### config.mk
export PLATFORM = sky130hd
export DESIGN_NAME = alu_acc_sequencer_flat
export DESIGN_NICKNAME = d
export VERILOG_FILES = /design/src/rtl/alu_acc_pkg.sv /design/src/rtl/alu_acc_sequencer_if.sv /design/src/rtl/alu_acc_ctrl_decode.sv /design/src/rtl/alu_acc_sequencer.sv /design/src/flat_wrapper.sv
export SDC_FILE = /design/constraint.sdc
export NUM_CORES = 1
export LEC_CHECK = 0
export ABC_AREA = 1
export CELL_PAD_IN_SITES_DETAIL_PLACEMENT = 1
export CELL_PAD_IN_SITES_GLOBAL_PLACEMENT = 1
export CORE_ASPECT_RATIO = 0.9
export CORE_UTILIZATION = 32
export CTS_CLUSTER_SIZE = 12
export DETAILED_ROUTE_END_ITERATION = 12
export PLACE_DENSITY_LB_ADDON = 0.1
export SYNTH_ARGS = -nofsm -noshare
export SYNTH_HDL_FRONTEND = slang
export SYNTH_SLANG_ARGS = --single-unit
### constraint.sdc
create_clock -name clk -period 1.9 [get_ports clk]
set_clock_uncertainty 0.1 [all_clocks]
set_input_delay 0.475 -clock clk [delete_from_list [all_inputs] [get_ports clk]]
set_output_delay 0.475 -clock clk [all_outputs]
set_load 0.01 [all_outputs]
### src/rtl/alu_acc_pkg.sv
`default_nettype none
// ============================================================================
// Module   : alu_acc_pkg
// Purpose  : Shared definitions for the block_alu_acc control sequencer:
//            op_code values, ACC select encodings, FSM state encodings and
//            the packed control word produced by the state decoder.
// Ports    : none (package)
// Revision : 1.0 - initial release
// ============================================================================
package alu_acc_pkg;

  // op_code values presented by instruction decode
  localparam logic [2:0] OP_ADD = 3'b000;
  localparam logic [2:0] OP_SUB = 3'b001;
  localparam logic [2:0] OP_MUL = 3'b010;
  localparam logic [2:0] OP_DIV = 3'b011;
  localparam logic [2:0] OP_AND = 3'b100;

  // ACC high / ACC low select encodings
  localparam logic [1:0] SEL_HOLD = 2'b00;
  localparam logic [1:0] SEL_SHR  = 2'b01;
  localparam logic [1:0] SEL_SHL  = 2'b10;
  localparam logic [1:0] SEL_LOAD = 2'b11;

  // Sequencer states; codes 11..15 are unreachable and recover to IDLE
  typedef enum logic [3:0] {
    ST_IDLE      = 4'd0,
    ST_LD_HIGH   = 4'd1,
    ST_LD_LOW    = 4'd2,
    ST_CLR_HIGH  = 4'd3,
    ST_MUL_OP    = 4'd4,
    ST_MUL_SHIFT = 4'd5,
    ST_DIV_SHIFT = 4'd6,
    ST_DIV_OP    = 4'd7,
    ST_DIV_FIX   = 4'd8,
    ST_ALU_OP    = 4'd9,
    ST_DONE      = 4'd10
  } state_t;

  // Control word driven towards block_alu_acc plus status outputs
  typedef struct packed {
    logic       acc_in_select;
    logic [1:0] acc_high_select;
    logic [1:0] acc_low_select;
    logic       acc_high_reset_p;
    logic       op_add;
    logic       op_sub;
    logic       op_mul;
    logic       op_div;
    logic       op_and;
    logic       rd_en;
    logic       busy;
    logic       done;
  } ctrl_word_t;

  // Legal op_codes are the contiguous range ADD..AND
  function automatic logic op_is_legal(input logic [2:0] op);
    return (op <= OP_AND);
  endfunction

endpackage
`default_nettype wire

### src/rtl/alu_acc_sequencer_if.sv
`default_nettype none
// ============================================================================
// Module   : alu_acc_sequencer_if
// Purpose  : Bundles the request, flag and control signals exchanged between
//            instruction decode / block_alu_acc and the sequencer.
// Ports    : start, op_code, sign_flag, zero_flag      (towards sequencer)
//            acc_*_select, acc_high_reset_p, op_* strobes, rd_en, busy,
//            done, err, sign_q, zero_q                  (from sequencer)
//            modport slave  : sequencer view
//            modport master : requester / datapath view
// Revision : 1.0 - initial release
// ============================================================================
interface alu_acc_sequencer_if;
  logic       start;
  logic [2:0] op_code;
  logic       sign_flag;
  logic       zero_flag;
  logic       acc_in_select;
  logic [1:0] acc_high_select;
  logic [1:0] acc_low_select;
  logic       acc_high_reset_p;
  logic       op_add;
  logic       op_sub;
  logic       op_mul;
  logic       op_div;
  logic       op_and;
  logic       rd_en;
  logic       busy;
  logic       done;
  logic       err;
  logic       sign_q;
  logic       zero_q;

  modport slave (
    input  start, op_code, sign_flag, zero_flag,
    output acc_in_select, acc_high_select, acc_low_select, acc_high_reset_p,
           op_add, op_sub, op_mul, op_div, op_and,
           rd_en, busy, done, err, sign_q, zero_q
  );

  modport master (
    output start, op_code, sign_flag, zero_flag,
    input  acc_in_select, acc_high_select, acc_low_select, acc_high_reset_p,
           op_add, op_sub, op_mul, op_div, op_and,
           rd_en, busy, done, err, sign_q, zero_q
  );
endinterface
`default_nettype wire

### src/rtl/alu_acc_ctrl_decode.sv
`default_nettype none
// ============================================================================
// Module   : alu_acc_ctrl_decode
// Purpose  : Purely combinational state-to-control-word decoder. Only
//            registered values (state, latched op) feed it, so the control
//            outputs never depend combinationally on sequencer inputs.
// Ports    : i_state - current sequencer state
//            i_op    - op_code latched when start was accepted
//            o_ctrl  - control word for block_alu_acc plus busy/done/rd_en
// Revision : 1.0 - initial release
// ============================================================================
module alu_acc_ctrl_decode
  import alu_acc_pkg::*;
(
  input  state_t     i_state,
  input  logic [2:0] i_op,
  output ctrl_word_t o_ctrl
);

  always_comb begin
    o_ctrl      = '0;
    o_ctrl.busy = 1'b1;
    case (i_state)
      ST_IDLE: begin
        o_ctrl.busy  = 1'b0;
        o_ctrl.rd_en = 1'b1;
      end
      ST_LD_HIGH: begin
        o_ctrl.acc_in_select   = 1'b1;
        o_ctrl.acc_high_select = SEL_LOAD;
      end
      ST_LD_LOW: begin
        o_ctrl.acc_low_select = SEL_LOAD;
      end
      ST_CLR_HIGH: begin
        o_ctrl.acc_high_reset_p = 1'b1;
      end
      ST_MUL_OP: begin
        o_ctrl.op_mul = 1'b1;
      end
      ST_MUL_SHIFT: begin
        o_ctrl.acc_high_select = SEL_SHR;
        o_ctrl.acc_low_select  = SEL_SHR;
      end
      ST_DIV_SHIFT: begin
        o_ctrl.acc_high_select = SEL_SHL;
        o_ctrl.acc_low_select  = SEL_SHL;
      end
      ST_DIV_OP: begin
        o_ctrl.op_div = 1'b1;
      end
      ST_DIV_FIX: begin
        // Only ACC low shifts: pulls the final quotient bit in while the
        // remainder in ACC high stays put.
        o_ctrl.acc_low_select = SEL_SHL;
      end
      ST_ALU_OP: begin
        case (i_op)
          OP_ADD:  o_ctrl.op_add = 1'b1;
          OP_SUB:  o_ctrl.op_sub = 1'b1;
          OP_AND:  o_ctrl.op_and = 1'b1;
          default: o_ctrl.op_add = 1'b0;
        endcase
      end
      ST_DONE: begin
        o_ctrl.done  = 1'b1;
        o_ctrl.rd_en = 1'b1;
      end
      default: begin
        // Unreachable encodings look like IDLE until the FSM recovers
        o_ctrl.busy  = 1'b0;
        o_ctrl.rd_en = 1'b1;
      end
    endcase
  end

endmodule
`default_nettype wire

### src/rtl/alu_acc_sequencer.sv
`default_nettype none
// ============================================================================
// Module   : alu_acc_sequencer
// Purpose  : Control unit for block_alu_acc. On an accepted start it runs one
//            operation as a fixed micro-op sequence: single-cycle ADD/SUB/AND,
//            shift-add multiply or restoring shift-subtract divide.
// Ports    : clk     - system clock, rising edge
//            reset_n - asynchronous active-low reset
//            bus     - alu_acc_sequencer_if.slave (start/op_code/flags in,
//                      ACC selects, ALU strobes, rd_en/busy/done/err and
//                      captured sign_q/zero_q out)
// Params   : WIDTH - operand width and number of mul/div iterations
//            CNT_W - iteration counter width, 2**CNT_W must exceed WIDTH
// Revision : 1.0 - initial release
// ============================================================================
module alu_acc_sequencer
  import alu_acc_pkg::*;
#(
  parameter int WIDTH = 4,
  parameter int CNT_W = 3
) (
  input  logic                clk,
  input  logic                reset_n,
  alu_acc_sequencer_if.slave  bus
);

  localparam logic [CNT_W-1:0] c_cnt_last = CNT_W'(WIDTH);
  localparam logic [CNT_W-1:0] c_cnt_max  = {CNT_W{1'b1}};

  state_t           r_state;
  logic [2:0]       r_op;
  logic [CNT_W-1:0] r_cnt;
  logic             r_err;
  logic             r_sign_q;
  logic             r_zero_q;

  logic [CNT_W-1:0] w_cnt_inc;
  ctrl_word_t       w_ctrl;

  // Saturating increment; the exit test looks at the incremented value so
  // the last iteration leaves straight to DONE / DIV_FIX.
  assign w_cnt_inc = (r_cnt == c_cnt_max) ? r_cnt : r_cnt + 1'b1;

  always_ff @(posedge clk or negedge reset_n) begin
    if (!reset_n) begin
      r_state  <= ST_IDLE;
      r_op     <= OP_ADD;
      r_cnt    <= '0;
      r_err    <= 1'b0;
      r_sign_q <= 1'b0;
      r_zero_q <= 1'b0;
    end else begin
      case (r_state)
        ST_IDLE: begin
          if (bus.start) begin
            r_op  <= bus.op_code;
            r_err <= !op_is_legal(bus.op_code);
            case (bus.op_code)
              OP_ADD, OP_SUB, OP_AND: r_state <= ST_ALU_OP;
              OP_MUL, OP_DIV:         r_state <= ST_LD_HIGH;
              default:                r_state <= ST_DONE;
            endcase
          end
        end
        ST_LD_HIGH:  r_state <= ST_LD_LOW;
        ST_LD_LOW:   r_state <= ST_CLR_HIGH;
        ST_CLR_HIGH: begin
          r_cnt   <= '0;
          r_state <= (r_op == OP_MUL) ? ST_MUL_OP : ST_DIV_SHIFT;
        end
        ST_MUL_OP:   r_state <= ST_MUL_SHIFT;
        ST_MUL_SHIFT: begin
          r_cnt   <= w_cnt_inc;
          r_state <= (w_cnt_inc == c_cnt_last) ? ST_DONE : ST_MUL_OP;
        end
        ST_DIV_SHIFT: r_state <= ST_DIV_OP;
        ST_DIV_OP: begin
          r_cnt   <= w_cnt_inc;
          r_state <= (w_cnt_inc == c_cnt_last) ? ST_DIV_FIX : ST_DIV_SHIFT;
        end
        ST_DIV_FIX: r_state <= ST_DONE;
        ST_ALU_OP:  r_state <= ST_DONE;
        ST_DONE: begin
          // Flags reflect the result the ALU presents during DONE
          r_sign_q <= bus.sign_flag;
          r_zero_q <= bus.zero_flag;
          r_state  <= ST_IDLE;
        end
        default: r_state <= ST_IDLE;
      endcase
    end
  end

  alu_acc_ctrl_decode u_decode (
    .i_state (r_state),
    .i_op    (r_op),
    .o_ctrl  (w_ctrl)
  );

  assign bus.acc_in_select    = w_ctrl.acc_in_select;
  assign bus.acc_high_select  = w_ctrl.acc_high_select;
  assign bus.acc_low_select   = w_ctrl.acc_low_select;
  assign bus.acc_high_reset_p = w_ctrl.acc_high_reset_p;
  assign bus.op_add           = w_ctrl.op_add;
  assign bus.op_sub           = w_ctrl.op_sub;
  assign bus.op_mul           = w_ctrl.op_mul;
  assign bus.op_div           = w_ctrl.op_div;
  assign bus.op_and           = w_ctrl.op_and;
  assign bus.rd_en            = w_ctrl.rd_en;
  assign bus.busy             = w_ctrl.busy;
  assign bus.done             = w_ctrl.done;
  assign bus.err              = r_err;
  assign bus.sign_q           = r_sign_q;
  assign bus.zero_q           = r_zero_q;

endmodule
`default_nettype wire

### src/flat_wrapper.sv
// flat-port wrapper written by rule: the top's interface ports become plain ports
module alu_acc_sequencer_flat import alu_acc_pkg::*;
#(
  parameter int WIDTH = 4,
  parameter int CNT_W = 3
)
  (clk, reset_n, bus_start, bus_op_code, bus_sign_flag, bus_zero_flag, bus_acc_in_select, bus_acc_high_select, bus_acc_low_select, bus_acc_high_reset_p, bus_op_add, bus_op_sub, bus_op_mul, bus_op_div, bus_op_and, bus_rd_en, bus_busy, bus_done, bus_err, bus_sign_q, bus_zero_q);
  alu_acc_sequencer_if bus_i ();
  input  logic clk;
  input  logic reset_n;
  input wire logic [$bits(bus_i.start)-1:0] bus_start;
  input wire logic [$bits(bus_i.op_code)-1:0] bus_op_code;
  input wire logic [$bits(bus_i.sign_flag)-1:0] bus_sign_flag;
  input wire logic [$bits(bus_i.zero_flag)-1:0] bus_zero_flag;
  output wire logic [$bits(bus_i.acc_in_select)-1:0] bus_acc_in_select;
  output wire logic [$bits(bus_i.acc_high_select)-1:0] bus_acc_high_select;
  output wire logic [$bits(bus_i.acc_low_select)-1:0] bus_acc_low_select;
  output wire logic [$bits(bus_i.acc_high_reset_p)-1:0] bus_acc_high_reset_p;
  output wire logic [$bits(bus_i.op_add)-1:0] bus_op_add;
  output wire logic [$bits(bus_i.op_sub)-1:0] bus_op_sub;
  output wire logic [$bits(bus_i.op_mul)-1:0] bus_op_mul;
  output wire logic [$bits(bus_i.op_div)-1:0] bus_op_div;
  output wire logic [$bits(bus_i.op_and)-1:0] bus_op_and;
  output wire logic [$bits(bus_i.rd_en)-1:0] bus_rd_en;
  output wire logic [$bits(bus_i.busy)-1:0] bus_busy;
  output wire logic [$bits(bus_i.done)-1:0] bus_done;
  output wire logic [$bits(bus_i.err)-1:0] bus_err;
  output wire logic [$bits(bus_i.sign_q)-1:0] bus_sign_q;
  output wire logic [$bits(bus_i.zero_q)-1:0] bus_zero_q;
  assign bus_i.start = bus_start;
  assign bus_i.op_code = bus_op_code;
  assign bus_i.sign_flag = bus_sign_flag;
  assign bus_i.zero_flag = bus_zero_flag;
  assign bus_acc_in_select = bus_i.acc_in_select;
  assign bus_acc_high_select = bus_i.acc_high_select;
  assign bus_acc_low_select = bus_i.acc_low_select;
  assign bus_acc_high_reset_p = bus_i.acc_high_reset_p;
  assign bus_op_add = bus_i.op_add;
  assign bus_op_sub = bus_i.op_sub;
  assign bus_op_mul = bus_i.op_mul;
  assign bus_op_div = bus_i.op_div;
  assign bus_op_and = bus_i.op_and;
  assign bus_rd_en = bus_i.rd_en;
  assign bus_busy = bus_i.busy;
  assign bus_done = bus_i.done;
  assign bus_err = bus_i.err;
  assign bus_sign_q = bus_i.sign_q;
  assign bus_zero_q = bus_i.zero_q;
  alu_acc_sequencer #(.WIDTH(WIDTH), .CNT_W(CNT_W)) u_core (.clk(clk), .reset_n(reset_n), .bus(bus_i));
endmodule
==> run_results.csv <==
group,metric,value,unit
clocking,cts-hold-fix-buffers,0,
logic_synthesis,cell_area_synth,887,µm²
finish,finish.utilization,56.8,%
finish,post-route-cell-area,1440,µm²
pwr,seq_power_share,21.6,%
route,count_of_tritonroute_iterations_in_the_first_routing_pass,4,
logic_synthesis,synth-seq-area-share,36.7,%
worst_setup_path,cp_num_buf_inv,2,
route,post_drt_via_cell_ratio,4.91,
placed_design,place.detailed.hpwl,2230,µm
finish,drive_gt1_share,45.4,%
global_route,grt_max_degree,14,
worst_setup_path,critical_path.startpoint_type,"flip-flop",
logic_synthesis,synth_largest_type_area_fraction,36.7,%
pwr,power.net_switching,1170,µW
clocking,htree_levels,1,
route,num_vias,1045,
pwr,cell_internal_pwr,1290,µW
floorplanning,design.die.area,2990,µm²
pwr,power.clock.fraction,7.4,%
timing,timing.fmax,491,MHz
floorplanning,top_level_ports,25,
placed_design,post_dp_cell_area,1310,µm²
status,status,"finished with violations",
route,drt.antenna.violating_nets,0,
pwr,power_leakage,0.000773,µW
worst_setup_path,worstPathMaxFanout,3,
logic_synthesis,synth_top_cell_by_area,"sky130_fd_sc_hd__dfrtp_1",
finish,synthToLayoutAreaGrowth,62.1,%
global_route,grt_first_pass_wirelength,4960,µm
clocking,numCtsBuffers,3,
timing,final_period_minus_worst_setup_slack,2.04,ns
hold_path,min-delay-path-class,"in -> async",
floorplanning,chip_height,52.0,µm
pwr,vdd_ir_drop_max,790,µV
logic_synthesis,seq_cells_post_synth,13,
worst_setup_path,cp_data_required_time,1.32,ns
timing,final_hold_violating_endpoints,0,
logic_synthesis,post_synth_main_area_contributors,"sky130_fd_sc_hd__dfrtp_1 (37%), sky130_fd_sc_hd__nand2_1 (15%), sky130_fd_sc_hd__inv_1 (7.6%)",
logic_synthesis,synth_cells,128,
worst_setup_path,critical-path-top-delay-family,"flip-flops",
worst_setup_path,worst_setup_path_end_kind,"output pin",
timing,maxSlewHeadroom,83.8,%
logic_synthesis,synth_fp_nets,137,
placed_design,worst_setup_slack_post_dpl,-0.228,ns
timing,setup-tns-final,-0.516,ns
clocking,clock_insertion_delay_worst_skew,0.29,ns
worst_setup_path,cells_along_the_critical_path,"buf_4, nor2_4, nand2_2, nor4_2, buf_2",
timing,report.final.setup_viol,10,
logic_synthesis,synth.distinct_cells,22,
timing,setup_slack,-0.137,ns
status,failed_checks,"negative setup slack",
pwr,powerDensity,1710,nW/µm²
route,first_iter_violations,15,
global_route,first_global_vias,1086,
worst_setup_path,cp_data_arrival_time,1.46,ns
timing,rsz_0062_raised_after_global_routing,"yes",
worst_setup_path,cp_slowest_cell,"sky130_fd_sc_hd__dfrtp_1",
worst_setup_path,path_class,"reg -> out",
timing,period_utilisation_layout,107,%
clocking,clk_transition_reported_paths,0.08,ns
clocking,cts_num_sinks,13,
timing,slew_viol_final,0,
logic_synthesis,synthesis.yosys.warnings,0,
finish,n_antenna_cell,0,
placed_design,global_placer_s_final_weighted_congestion,0.893,
finish,total_number_of_nets_in_the_final_design,195,
worst_setup_path,slowest_stage_delay_cp,0.43,ns
floorplanning,die_x,57.5,µm
placed_design,port-buffer-count,24,
global_route,antenna_found_initial,0,
route,post_drt_wl_per_cell,15.8,µm
floorplanning,rows,17,
global_route,grt.overflow.total,0,
timing,max_slew.worst_pin.slew,0.242,ns
pwr,switching_share,47.6,%
clocking,clock_tree.buffer_depth,2,
route,drt_drc_violations_left,0,
global_route,grt.total_usage,23.0,%
logic_synthesis,syn_avg_cell_area,6.93,µm²
pwr,combinationalPowerShare,71.1,%
route,total_routed_wirelength,3360,µm
clocking,clk_root_buffer_cell,"sky130_fd_sc_hd__clkbuf_4",
flow_run,cap_viol_max_count,0,
clocking,tritoncts_clock_tree,"built",
floorplanning,placeableCoreArea,2530,µm²
floorplanning,initial_core_util,35.0,%
finish,fillers,331,
==> routing by layer <==
metal	track usage (%)	vias to the layer above	part of all wire, %	routed length (µm)
li1	-	509	-	-
met1	24.2	516	42	1410
met2	43.2	14	53	1780
met3	6.97	6	3.1	105
met4	8.54	0	2.0	67
met5	0	-	0	0
==> repair_timing <==
item                                    4_1_cts  5_1_grt
setup buffers                                 8        2
resized for setup                            69       15
pin swaps                                     5        5
endpoints found under the setup margin       14       14
endpoints found under the hold margin         0        0
==> per-stage QoR <==
| stage | power [µW] | cells | hold slack, ns |
|---|---|---|---|
| 4_1_cts | 2290 | 211 | 0.396 |
| 3_3_place_gp | 1960 | 199 | 0.366 |
| 5_1_grt | 2650 | 213 | 0.391 |
| 3_5_place_dp | 2010 | 199 | 0.380 |
| 2_1_floorplan | 1270 | 128 | 0.0794 |
| 6_report | 2460 | 213 | 0.386 |
==> cell usage after synthesis <==
library cell,n
sky130_fd_sc_hd__nor4_1,1
sky130_fd_sc_hd__nor2_1,14
sky130_fd_sc_hd__nor2_8,1
sky130_fd_sc_hd__nor3_1,3
sky130_fd_sc_hd__inv_1,18
sky130_fd_sc_hd__nand2_2,1
sky130_fd_sc_hd__ha_1,1
sky130_fd_sc_hd__inv_2,5
sky130_fd_sc_hd__nand3_1,8
sky130_fd_sc_hd__inv_4,2
sky130_fd_sc_hd__o21ai_1,1
sky130_fd_sc_hd__buf_6,1
sky130_fd_sc_hd__nand2_1,35
sky130_fd_sc_hd__nand2_4,2
sky130_fd_sc_hd__or2_2,1
sky130_fd_sc_hd__dfrtp_1,13
sky130_fd_sc_hd__o21ai_2,2
sky130_fd_sc_hd__a21oi_1,2
sky130_fd_sc_hd__nor2_4,2
sky130_fd_sc_hd__nor2_2,4
sky130_fd_sc_hd__o22ai_1,3
sky130_fd_sc_hd__o21ai_0,8
==> worst paths after layout <==
path | endpoint | start | slack (ns) | depth (start not counted)
max in group asynchronous | u_core.r_state[1] | reset_n | 1.14 | 2
min reg2reg | u_core.bus.sign_q | u_core.bus.sign_q | 0.40 | 2
max | bus_op_sub | u_core.r_state[2] | -0.14 | 5
max reg2reg | u_core.r_state[1] | u_core.r_state[3] | 0.15 | 13
min | u_core.bus.zero_q | reset_n | 0.39 | 2
min in group clk | u_core.bus.sign_q | u_core.bus.sign_q | 0.40 | 2
==> cells in the final DEF (no fill, tap or decap), types with 3 or more instances in the layout <==
cell and n:
sky130_fd_sc_hd__nand2_1 31, sky130_fd_sc_hd__buf_4 23, sky130_fd_sc_hd__inv_1 16, sky130_fd_sc_hd__buf_2 12
sky130_fd_sc_hd__dfrtp_1 12, sky130_fd_sc_hd__nor2_1 10, sky130_fd_sc_hd__clkdlybuf4s50_1 10, sky130_fd_sc_hd__nand3_1 8
sky130_fd_sc_hd__inv_2 7, sky130_fd_sc_hd__nor2_4 6, sky130_fd_sc_hd__o21ai_0 6, sky130_fd_sc_hd__buf_6 6
sky130_fd_sc_hd__nand2_2 5, sky130_fd_sc_hd__nor2_2 4, sky130_fd_sc_hd__o21ai_2 4, sky130_fd_sc_hd__o22ai_1 3
sky130_fd_sc_hd__nor3_2 3, sky130_fd_sc_hd__clkbuf_4 3
==> power groups by stage <==
stage | combinational [µW] | sequential (µW) | clock [µW]
floorplan | 764 | 509 | 0
global placement | 1460 | 504 | 0
detailed placement | 1490 | 516 | 0
CTS | 1600 | 511 | 179
global route | 1910 | 544 | 197
finish | 1750 | 531 | 181
==> cells by family after synthesis <==
kind of cell / share of synthesized area [%]
AND/OR/NAND/NOR: 39.2
buffers and inverters: 12.4
AO/OA/AOI/OAI: 10.3
flip-flops: 36.7
adder cells (fa/ha/maj): 1.41
==> area by class of cell <==
type                       count  area, µm²  share of cell area, %
inverter                      25       98.8                   6.88
sequential                    13        327                   22.7
clock buffer                   4       26.3                   1.83
tap                           28       35.0                   2.44
multi-input combinational     89        520                   36.2
timing repair buffer          54        430                   29.9
==> worst register-to-register path, delay by kind of cell (launching register included) <==
| family | cells | cell delay, ns |
|---|---|---|
| buffers and inverters | 6 | 0.60 |
| and+or+nand+nor | 7 | 0.53 |
| DFF | 1 | 0.42 |
==> registers in the layout, summed over array words and instances (netlist names) <==
signal	flops
u_core.r_state	4
u_core.r_cnt	3
u_core.r_op	3
u_core.bus.err	1
u_core.bus.sign_q	1
u_core.bus.zero_q	1
Power figures use the tool's default switching activity.
